File: config.mk
export PLATFORM = sky130hd
export DESIGN_NAME = gpio_edge_counter
export DESIGN_NICKNAME = d
export VERILOG_FILES = /design/src/rtl/gpio_edge_counter.sv
export SDC_FILE = /design/constraint.sdc
export NUM_CORES = 1
export LEC_CHECK = 0
export CAP_MARGIN = 20
export CELL_PAD_IN_SITES_DETAIL_PLACEMENT = 1
export CELL_PAD_IN_SITES_GLOBAL_PLACEMENT = 2
export CORE_AREA = 2 2 183 185
export DETAILED_ROUTE_END_ITERATION = 10
export DIE_AREA = 0 0 185 187
export PLACE_DENSITY = 0.84
export SYNTH_ARGS = -nofsm -noshare
export SYNTH_HDL_FRONTEND = slang
export SYNTH_SLANG_ARGS = --single-unit
File: constraint.sdc
create_clock -name CLOCK_50 -period 2.7 [get_ports CLOCK_50]
set_input_delay 0.675 -clock CLOCK_50 [delete_from_list [all_inputs] [get_ports CLOCK_50]]
set_output_delay 0.675 -clock CLOCK_50 [all_outputs]
set_load 0.1 [all_outputs]
File: src/rtl/gpio_edge_counter.sv
// GPIO input conditioning: 2-FF sync, tick-based debounce, and 4-digit BCD edge counter on one selected bit.
// Optional build macro GPIO_BOTH_EDGES_EN: count falling edges as well as rising edges.
module gpio_edge_counter #(
  parameter int WIDTH          = 32,
  parameter int SAMPLE_DIV     = 50000,
  parameter int DEBOUNCE_TICKS = 4
) (
  input  logic             CLOCK_50,
  input  logic             Reset,
  input  logic [WIDTH-1:0] GPIO_IN,
  input  logic [4:0]       sel,
  input  logic             clear,
  output logic [WIDTH-1:0] gpio_db,
  output logic             edge_pulse,
  output logic [15:0]      bcd,
  output logic             overflow
);

  localparam int PW = $clog2(SAMPLE_DIV);

  logic [WIDTH-1:0] sync1_q, sync2_q;
  logic [PW-1:0]    presc_q, presc_d;
  logic             tick;
  logic [WIDTH-1:0] db_q, db_d;
  logic [3:0]       stable_q [WIDTH];
  logic [3:0]       stable_d [WIDTH];
  logic [4:0]       sel_q, sel_prev_q;
  logic             prev_bit_q;
  logic             cur_bit;
  logic             edge_det;
  logic             pulse_q;
  logic [15:0]      bcd_q, bcd_d;
  logic             ovf_q;
  logic             wrap;

  always_ff @(posedge CLOCK_50) begin
    if (Reset) begin
      sync1_q <= '0;
      sync2_q <= '0;
      presc_q <= '0;
    end else begin
      sync1_q <= GPIO_IN;
      sync2_q <= sync1_q;
      presc_q <= presc_d;
    end
  end

  assign tick    = (presc_q == PW'(SAMPLE_DIV - 1));
  assign presc_d = tick ? '0 : presc_q + PW'(1);

  // A bit only follows sync after DEBOUNCE_TICKS consecutive disagreeing ticks.
  for (genvar gi = 0; gi < WIDTH; gi++) begin : g_db
    logic differ;
    logic expired;
    assign differ  = (sync2_q[gi] != db_q[gi]);
    assign expired = (stable_q[gi] == 4'(DEBOUNCE_TICKS - 1));
    assign db_d[gi] = (tick && differ && expired) ? sync2_q[gi] : db_q[gi];
    assign stable_d[gi] = !tick                 ? stable_q[gi] :
                          (!differ || expired)  ? 4'd0         :
                                                  stable_q[gi] + 4'd1;
  end

  always_ff @(posedge CLOCK_50) begin
    if (Reset) begin
      db_q     <= '0;
      stable_q <= '{default: 4'd0};
    end else begin
      db_q     <= db_d;
      stable_q <= stable_d;
    end
  end

  // Out-of-range selects leave cur_bit at 0, so nothing is ever counted.
  always_comb begin
    cur_bit = 1'b0;
    for (int i = 0; i < WIDTH; i++) begin
      if (sel_q == 5'(i)) cur_bit = db_q[i];
    end
  end

  always_comb begin
    edge_det = 1'b0;
    if (sel_q == sel_prev_q) begin
`ifdef GPIO_BOTH_EDGES_EN
      edge_det = (cur_bit != prev_bit_q);
`else
      edge_det = cur_bit && !prev_bit_q;
`endif
    end
  end

  always_comb begin
    logic carry;
    bcd_d = bcd_q;
    carry = 1'b1;
    for (int d = 0; d < 4; d++) begin
      if (carry) begin
        if (bcd_q[d*4 +: 4] == 4'd9) begin
          bcd_d[d*4 +: 4] = 4'd0;
        end else begin
          bcd_d[d*4 +: 4] = bcd_q[d*4 +: 4] + 4'd1;
          carry = 1'b0;
        end
      end
    end
    wrap = carry;
  end

  always_ff @(posedge CLOCK_50) begin
    if (Reset) begin
      sel_q      <= '0;
      sel_prev_q <= '0;
      prev_bit_q <= 1'b0;
      pulse_q    <= 1'b0;
      bcd_q      <= '0;
      ovf_q      <= 1'b0;
    end else begin
      sel_q      <= sel;
      sel_prev_q <= sel_q;
      prev_bit_q <= cur_bit;
      if (clear) begin
        pulse_q <= 1'b0;
        bcd_q   <= '0;
        ovf_q   <= 1'b0;
      end else begin
        pulse_q <= edge_det;
        if (edge_det) begin
          bcd_q <= bcd_d;
          if (wrap) ovf_q <= 1'b1;
        end
      end
    end
  end

  assign gpio_db    = db_q;
  assign edge_pulse = pulse_q;
  assign bcd        = bcd_q;
  assign overflow   = ovf_q;

endmodule

==> impl_metrics.env <==
export IMPL_run_status="completed"
export IMPL_cts_buffers=30
export IMPL_post_dp_cell_area_mm2=0.0130
export IMPL_clock_sinks=269
export IMPL_yosysTopAreaCellShare_pct=46.4
export IMPL_synthArstFlopShare_pct=0
export IMPL_dp_cells=1853
export IMPL_gr_total_overflow=0
export IMPL_start_util_pct=35.3
export IMPL_area_delta_synth_final_pct=20.4
export IMPL_cp_max_fo=10
export IMPL_p_seq_share_pct=49.2
export IMPL_antenna_found_initial=0
export IMPL_path_clk_slew_ns=0.06
export IMPL_fmax_mhz=391
export IMPL_p_sw_uw=1800
export IMPL_totalWireLength_um=28800
export IMPL_syn_area_per_cell_um2=8.68
export IMPL_final_cell_mix="dfxtp_1, o21ai_0, nand2_1, nor2b_1, nor2_1"
export IMPL_slowest_stage="or4b_1"
export IMPL_cp_cell_sequence="buf_4, or4b_1, o31a_1, a311oi_2, a211o_1, nand4_4, a21boi_4, mux2_1, nand3_1"
export IMPL_finalPower_uw=8240
export IMPL_first_pass_iters=4
export IMPL_comb_power_share_pct=4.3
export IMPL_hpwl_um=19900
export IMPL_vias=9503
export IMPL_cellInternalPower_uw=6450
export IMPL_min_period_over_period_pct=94.8
export IMPL_io_buffers=89
export IMPL_cts_max_level=1
export IMPL_synth_area_mm2=0.0116
export IMPL_ys_ff_latch=269
export IMPL_rows=67
export IMPL_grt_total_usage_pct=16.9
export IMPL_cellLeakagePower_uw=0.00511
export IMPL_synthFlopType="dfxtp_1"
export IMPL_io_pins=90
export IMPL_clkLatencyLatePin_ns=0.55
export IMPL_diodes=0
export IMPL_path_class="register to register"
export IMPL_fin_hold_ws_ns=0.434
export IMPL_p_clk_share_pct=46.5
export IMPL_power_density_mw_per_mm2=590
export IMPL_swShare_pct=21.8
export IMPL_arrival_ns=3.04
export IMPL_crit_family="compound AO/OA/AOI/OAI gates"
export IMPL_grt_pass1_vias=9990
export IMPL_fillers=3843
export IMPL_finalNonFillerCells=1905
export IMPL_fin_crit_ns=2.56
export IMPL_cp_end_kind="register"
export IMPL_dieArea_mm2=0.0346
export IMPL_relSlewSlack_pct=29.7
export IMPL_ir_drop_uv=470
export IMPL_yosysTopAreaCell="dfxtp_1"
export IMPL_final_area_mm2=0.0140
export IMPL_gp_congestion=0.799
export IMPL_tritoncts="done"
export IMPL_startpoint_type="register"
export IMPL_via_per_inst=4.99
export IMPL_crit_required_ns=3.18
export IMPL_tns_ns=0
export IMPL_synthDistinctLibCells=67
export IMPL_drive_above_1_share_pct=13.0
export IMPL_drv_cap=0
export IMPL_cts_root_buf="clkbuf_16"
export IMPL_die_y_um=187
export IMPL_fp_dieW_um=185
export IMPL_finalHoldViolations=0
export IMPL_final_common_cell="dfxtp_1"
export IMPL_layout_nets=1510
export IMPL_core_mm2=0.0329
export IMPL_wl_per_cell_um=15.1
export IMPL_grt_max_degree=50
export IMPL_skew_ns=0.0113
export IMPL_critPathMaxStageDelay_ns=0.51
export IMPL_setup_viol=0
export IMPL_syn_inst=1337
export IMPL_max_clock_path_buffers=3
export IMPL_drcViolationCount=0
export IMPL_synthesis_nets=1410
export IMPL_hold_class="register to register"
export IMPL_cp_num_buf_inv=1
export IMPL_drt_initial_drc_count=356
export IMPL_synth_edf_count=0
export IMPL_worst_pin_slew_ns=1.05
export IMPL_slew_viol_final=0
export IMPL_ys_top_cells_by_area="dfxtp_1, o21ai_0, nor2b_1"
export IMPL_ys_warn_count=0
export IMPL_yosysSeqAreaShare_pct=46.4
export IMPL_grt_pass1_wl_um=48900
export IMPL_ant_nets=0
state kept, by name, summed over array words and instances (netlist names):
signal	cells
sel_q	5
sync1_q	32
sync2_q	32
prev_bit_q	1
stable_q	128
gpio_db	32
presc_q	16
overflow	1
sel_prev_q	5
bcd	16
edge_pulse	1
final cells by class:
type,instances,area (um2),share of cell area (%)
clock buffers,46,892,6.38
clock inverters,6,33.8,0.242
inverters,43,163,1.16
multi-input cells,968,5860,41.9
flip-flops and latches,269,5390,38.6
well taps,448,561,4.01
repair buffers,125,1070,7.69
metal layers:
layer  wire, um  vias to the layer above  part of all wire, %  track usage [%]
met5          0                        -                    0                0
met2      13900                      105                   48             29.4
met1      13500                     4590                   47             21.9
met4        487                        0                  1.7             3.51
met3       1010                       41                  3.5             2.71
li1           -                     4767                    -                -
final timing paths:
path / to / start / slack (ns) / cells past startpoint
worst max-delay path: bcd[7] / sel_q[0] / 0.14 / 9
worst min-delay path: sync2_q[21] / sync1_q[21] / 0.43 / 1
worst max register to register: bcd[7] / sel_q[0] / 0.14 / 9
worst min register to register: sync2_q[21] / sync1_q[21] / 0.43 / 1
kinds of logic after synthesis:
kind of cell,Yosys count,share of synthesized area (%)
DFF,269,46.4
xor gates and xnor gates,52,3.92
and+or+nand+nor,586,26.9
AOI/OAI and AO/OA,280,14.1
muxes,17,1.61
adders and majority gates,33,3.56
buffers and inverters,100,3.47
cell usage after synthesis, types with 3 or more instances:
master	number
dfxtp_1	269
o21ai_0	165
nand2_1	116
nor2b_1	112
nor2_1	101
nand3_1	75
clkbuf_1	49
xnor2_1	46
a21oi_1	43
inv_1	40
nand2b_1	39
or3_1	37
nand3b_1	36
ha_1	33
o31ai_1	33
or2_2	33
mux2i_1	13
a31oi_1	8
xor2_1	6
nand4_1	5
a41o_1	4
and2_1	4
and3_1	4
buf_2	4
nor3_1	4
nor3b_1	4
buf_6	3
nand4b_1	3
stage by stage:
step / setup WS (ns) / util, %
final: 0.141 / 42.5
after global routing: -0.00952 / 42.5
after CTS: 0.0281 / 42.4
after detailed placement: -0.0878 / 39.6
after global placement: -0.0156 / 39.6
after floorplan: 0.0156 / -
timing repair:
item | in CTS | in global routing
pin swaps | 0 | 3
buffers inserted | 0 | 0
hold buffers | 0 | 0
gates resized for setup | 1 | 6
endpoints found under the setup margin | 3 | 14
power by group through the flow:
stage,Combinational [uW],Clock [uW],Sequential [uW]
6_report,352,3830,4060
5_1_grt,390,4150,4060
4_1_cts,353,3970,4060
3_5_place_dp,349,0,4140
3_3_place_gp,345,0,4140
2_1_floorplan,206,0,4140
No activity file was read; power rests on OpenSTA's default activity.
